<file path="src/rtl/aes_req_arbiter.sv">
// aes_req_arbiter: round-robin front end that shares one AES-128 decryption
// core between two requesters. Each job goes IDLE -> BUSY -> RELEASE -> RESP.
// The core's key/ciphertext are latched at grant, so requesters may change
// their inputs while the job is running.
// Optional BUSY watchdog: define AES_ARB_TIMEOUT_EN. The limit is set by
// TIMEOUT_CYCLES. In the default build, err0/err1/aes_core_reset are tied to 0.
module aes_req_arbiter #(
  parameter int TIMEOUT_CYCLES = 1023
) (
  input  logic         CLK,
  input  logic         RESET,
  input  logic         req0,
  input  logic         req1,
  input  logic [127:0] key0,
  input  logic [127:0] key1,
  input  logic [127:0] msg0,
  input  logic [127:0] msg1,
  output logic         grant0,
  output logic         grant1,
  output logic         valid0,
  output logic         valid1,
  output logic         err0,
  output logic         err1,
  output logic [127:0] dec_out,
  output logic         aes_start,
  output logic [127:0] aes_key,
  output logic [127:0] aes_msg_enc,
  input  logic         aes_done,
  input  logic [127:0] aes_msg_dec,
  output logic         aes_core_reset
);

  typedef enum logic [1:0] {IDLE, BUSY, RELEASE, RESP} state_t;

  state_t state, state_n;
  logic   owner;        // requester being served: 0 or 1
  logic   rr;           // priority pointer: 0 = req0 wins a tie
  logic   rel_cnt;      // counts the two RELEASE cycles
  logic   pick1;        // arbitration result when leaving IDLE
  logic   timeout_hit;  // watchdog expired this BUSY cycle

  // req1 wins if it is the only requester, or if both request and rr points to it.
  assign pick1 = req1 & (~req0 | rr);

`ifdef AES_ARB_TIMEOUT_EN
  localparam int CW = $clog2(TIMEOUT_CYCLES + 1);

  logic [CW-1:0] to_cnt;
  logic          timed_out;

  // aes_done takes priority over a timeout that fires in the same cycle.
  assign timeout_hit = (state == BUSY) && !aes_done &&
                       (to_cnt == CW'(TIMEOUT_CYCLES - 1));

  // Watchdog counter: zero outside BUSY, +1 per BUSY cycle. It also
  // remembers whether the current job was ended by the watchdog.
  always_ff @(posedge CLK) begin
    if (RESET) begin
      to_cnt    <= '0;
      timed_out <= 1'b0;
    end else begin
      if (state == BUSY) to_cnt <= to_cnt + 1'b1;
      else               to_cnt <= '0;
      if (state == IDLE)     timed_out <= 1'b0;
      else if (timeout_hit)  timed_out <= 1'b1;
    end
  end

  assign aes_core_reset = timeout_hit;
  assign err0           = valid0 & timed_out;
  assign err1           = valid1 & timed_out;
`else
  logic unused_timeout_cfg;
  assign unused_timeout_cfg = (TIMEOUT_CYCLES == 0);
  assign timeout_hit        = 1'b0;
  assign aes_core_reset     = 1'b0;
  assign err0               = 1'b0;
  assign err1               = 1'b0;
`endif

  // State register with synchronous reset.
  // NOTE: sequential state uses non-blocking (<=). Every flop then samples
  // pre-edge values, whatever the order in which the blocks are evaluated.
  always_ff @(posedge CLK) begin
    if (RESET) state <= IDLE;
    else       state <= state_n;
  end

  // Next-state logic and decoded outputs.
  // NOTE: each output gets a default value first, so no path leaves it
  // unassigned. Without the defaults a latch would be inferred.
  always_comb begin
    state_n   = state;
    aes_start = 1'b0;
    grant0    = 1'b0;
    grant1    = 1'b0;
    valid0    = 1'b0;
    valid1    = 1'b0;
    unique case (state)
      IDLE:    if (req0 | req1) state_n = BUSY;
      BUSY: begin
        aes_start = 1'b1;
        if (timeout_hit)   state_n = RESP;
        else if (aes_done) state_n = RELEASE;
      end
      RELEASE: if (rel_cnt) state_n = RESP;
      RESP: begin
        valid0  = ~owner;
        valid1  = owner;
        state_n = IDLE;
      end
      default: state_n = IDLE;
    endcase
    if (state != IDLE) begin
      grant0 = ~owner;
      grant1 = owner;
    end
  end

  // Datapath: latch the job at grant, capture the result, and advance rr.
  // NOTE: the 128-bit key/msg/result registers are few and must read as 0
  // after reset. They are cleared here, unlike memories, which would not be.
  always_ff @(posedge CLK) begin
    if (RESET) begin
      owner       <= 1'b0;
      rr          <= 1'b0;
      rel_cnt     <= 1'b0;
      aes_key     <= '0;
      aes_msg_enc <= '0;
      dec_out     <= '0;
    end else begin
      unique case (state)
        IDLE: begin
          rel_cnt <= 1'b0;
          if (req0 | req1) begin
            owner       <= pick1;
            aes_key     <= pick1 ? key1 : key0;
            aes_msg_enc <= pick1 ? msg1 : msg0;
          end
        end
        BUSY:    if (aes_done) dec_out <= aes_msg_dec;
        RELEASE: rel_cnt <= ~rel_cnt;
        RESP:    rr <= ~owner;
        default: ;
      endcase
    end
  end

endmodule

</file>
<file path="config.mk">
export PLATFORM = sky130hd
export DESIGN_NAME = aes_req_arbiter
export DESIGN_NICKNAME = d
export VERILOG_FILES = /design/src/rtl/aes_req_arbiter.sv
export SDC_FILE = /design/constraint.sdc
export NUM_CORES = 1
export LEC_CHECK = 0
export ABC_CLOCK_PERIOD_IN_PS = 3400
export CORE_AREA = 2 2 404 406
export DETAILED_ROUTE_END_ITERATION = 16
export DIE_AREA = 0 0 406 408
export PLACE_DENSITY_LB_ADDON = 0.15
export SLEW_MARGIN = 10
export SYNTH_ARGS = -nofsm -noshare
export SYNTH_HDL_FRONTEND = slang
export SYNTH_SLANG_ARGS = --single-unit
export TNS_END_PERCENT = 30
</file>
<file path="constraint.sdc">
create_clock -name CLK -period 3.4 [get_ports CLK]
set_input_delay 1.02 -clock CLK [delete_from_list [all_inputs] [get_ports CLK]]
set_output_delay 1.02 -clock CLK [all_outputs]
set_load 0.01 [all_outputs]
</file>
==> metrics <==
nets 3683; peak supply drop 0.379 mV; WHS Path Cells 2; input/output buffers 1033; setup violators final 0; main combinational cell family by area after synthesis compound AO/OA/AOI/OAI gates; Worst Hold Launch dec_out[2]; power density over cell area a little over 700 mW/mm^2; global-route total usage across every layer 0.139; Slew HR 0.482; share of post-route cells with drive strength above 1 0.0834; Netlist cell types 31; top post-synthesis cells by area dfxtp_1, a31oi_1, a211oi_1; hold crit path type reg2reg; DRC Markers 0; MaxCap Viol Count 0; drt wl/cell 23.0 um; Synth top area share 0.460; first-pass GRT wire length 166000 um; DIE WIDTH slightly above 400 um; starting density of the core 0.105; sequential fraction of design power 0.285; DP HPWL 90700 um; Clock Power Share 0.272; FF-to-FF End aes_msg_enc[90]; Reg area approximately 0.008 mm^2; Vias/cell 3.75; #FFs+latches synth 389; share of total power in combinational logic 0.443; via count 19700; post-route setup slack 0.177 ns; Static Leak 10.8 nW; worst slew pin tran 0.777 ns; H-tree levels 2; sequential-to-total area share from yosys stat 0.460; Pre-Repair DR Iteration Count 5; number of gates resized after CTS 1; total core area roughly 0.16 mm^2; CTS tree yes; Syn Area/Cell 8.15 um^2; Yosys top cell by area dfxtp_1; outcome finished, final reports clean; Multi-input gate area 0.00786 mm^2; total CTS buffers 56; GPL Wtd Cong just over 0.8; P_int 14.0 mW; drt total wl 121000 um; CTS Hold Buffers Added 0; largest net degree at the start of global routing 106; type of origin of the critical path register; Fill cells 18100; pre-CTS setup slack 0.455 ns; Die H between 400 and 500 um; Post-Synthesis Cells just over 2000; IO Count 1037; CP Capture Type output pin; final core occ 0.198; fin area 0.0320 mm^2; post-placement cell count 5151; die area 0.166 mm^2; post-route insts no fill 5261; Pwr Total 22.6 mW; Register-to-Register Path Depth 8; CTS max path bufs 3; placed inst area about 0.03 mm^2; Reg2Reg Setup Slack 1.34 ns; CP Data Arrival Time 2.20 ns; final count of hold timing violations 0; total gr overflow 0; Starting DRT DRC Count 1028; complex-gate fraction of the synthesized area 0.339; Area Growth Syn to Fin 89.2%; clock slew seen by the registers of the worst setup and hold paths around 0.060 ns; Setup CP Type reg2out; Max Clk Rate 310 MHz; Final Max Tran Viols 0; Clk Latency, worst-skew pair 0.66 ns; TNS Setup 0 ns; WP data required ~2.4 ns; Simple-Gate Fraction of Synth Area 0.119; clock net sink count approximately 390; worst hold slack 0.451 ns; adder-cell share of the synthesized area 0.00296; Syn. warnings 0; Root Buffer clkbuf_16; initial antenna violation count 24; xor and xnor area share after synthesis 0; cell area after technology mapping 0.0169 mm^2; Post-CTS Setup Inserts 0; row count 148; multiplexer share of the synthesized area 0.000592; switch share 0.379; FF-to-FF Start state[0]; vias in the first global route approximately 20000; crit share post-route 0.948; DRT antenna net count 0; RSZ-0062 raised after global routing no; sw power between 8 and 9 mW; Hold EP dec_out[2]; crit path max fanout 5; clk_skew 0.0370 ns; crit path time final 3.22 ns
-- critical path: stages (launching register included) --
cell and delay, ns:
dfxtp_1 0.33, inv_1 0.08, ha_2 0.44, clkdlybuf4s50_1 0.67
-- cell type report --
type | instances | share of cell area
Clock buffer | 89 | 0.0539
Inverter | 4 | 0.000704
Sequential cell | 389 | 0.243
Clock inverter | 15 | 0.00504
Antenna cell | 6 | 0.000469
Tap cell | 2175 | 0.0850
Multi-Input combinational cell | 1441 | 0.245
Timing Repair Buffer | 1142 | 0.366
-- kinds of logic after synthesis --
| logic type | count (synthesis) |
|---|---|
| simple gates | 530 |
| flops | 389 |
| buf+inv | 249 |
| other cells | 1 |
| fa+ha+maj | 4 |
| compound gates | 903 |
| mux | 1 |
-- cells in the mapped netlist, drive strengths merged --
master and instances:
a21oi 130, dfxtp 389, nor2 262, nand2 257, ha 4, and2b 1
clkbuf 82, o21a 2, a32oi 1, nor2b 3, conb 1, and2 2
a31oi 256, mux2i 1, o21ai 257, a221oi 1, buf 163, inv 4
a211oi 256, nor3 1, nand2b 4
-- power by group through the flow --
stage / Combinational [mW] / Clock [mW] / Sequential, mW
detailed placement: 10.2 / 0 / 6.51
finish: 10.0 / 6.14 / 6.43
global placement: 10.3 / 0 / 6.52
floorplan: 3.99 / 0 / 6.94
CTS: 10.2 / 6.45 / 6.44
global route: 10.9 / 6.58 / 6.57
-- worst max-delay path by stage --
stage / end / slack (ns) / cells past startpoint / startpoint
6_report: aes_start / 0.18 / 3 / state[1]
5_1_grt: aes_start / 0.05 / 3 / state[1]
4_1_cts: aes_start / 0.04 / 3 / state[1]
3_5_place_dp: aes_msg_enc[100] / 0.46 / 6 / req0
3_3_place_gp: aes_msg_enc[100] / 0.45 / 6 / req0
2_1_floorplan: aes_msg_enc[15] / 1.41 / 6 / req1
-- cells in the final DEF, fill, tap and decap left out, drive strengths merged, types with 4 or more instances in the layout --
cell,count
clkbuf,89
dfxtp,389
a211oi,256
clkdlybuf4s50,1031
nor2,262
nand2b,4
clkinv,12
nand2,257
o21ai,257
diode,6
a21oi,130
inv,5
ha,4
buf,111
a31oi,256
-- per-layer routing --
metal  GRT usage  wire, um  vias to the layer above
li1            -         -                     9434
met1       0.168     50200                     9471
met2       0.244     59800                      667
met3      0.0369      8150                      127
met4      0.0328      2610                       14
met5           0        95                        -
-- sequential cells by signal (all words and copies together), names as in the netlist --
name,flops
aes_key,128
rel_cnt,1
dec_out,128
rr,1
owner,1
aes_msg_enc,128
state,2
No activity file was read; power rests on OpenSTA's default activity.
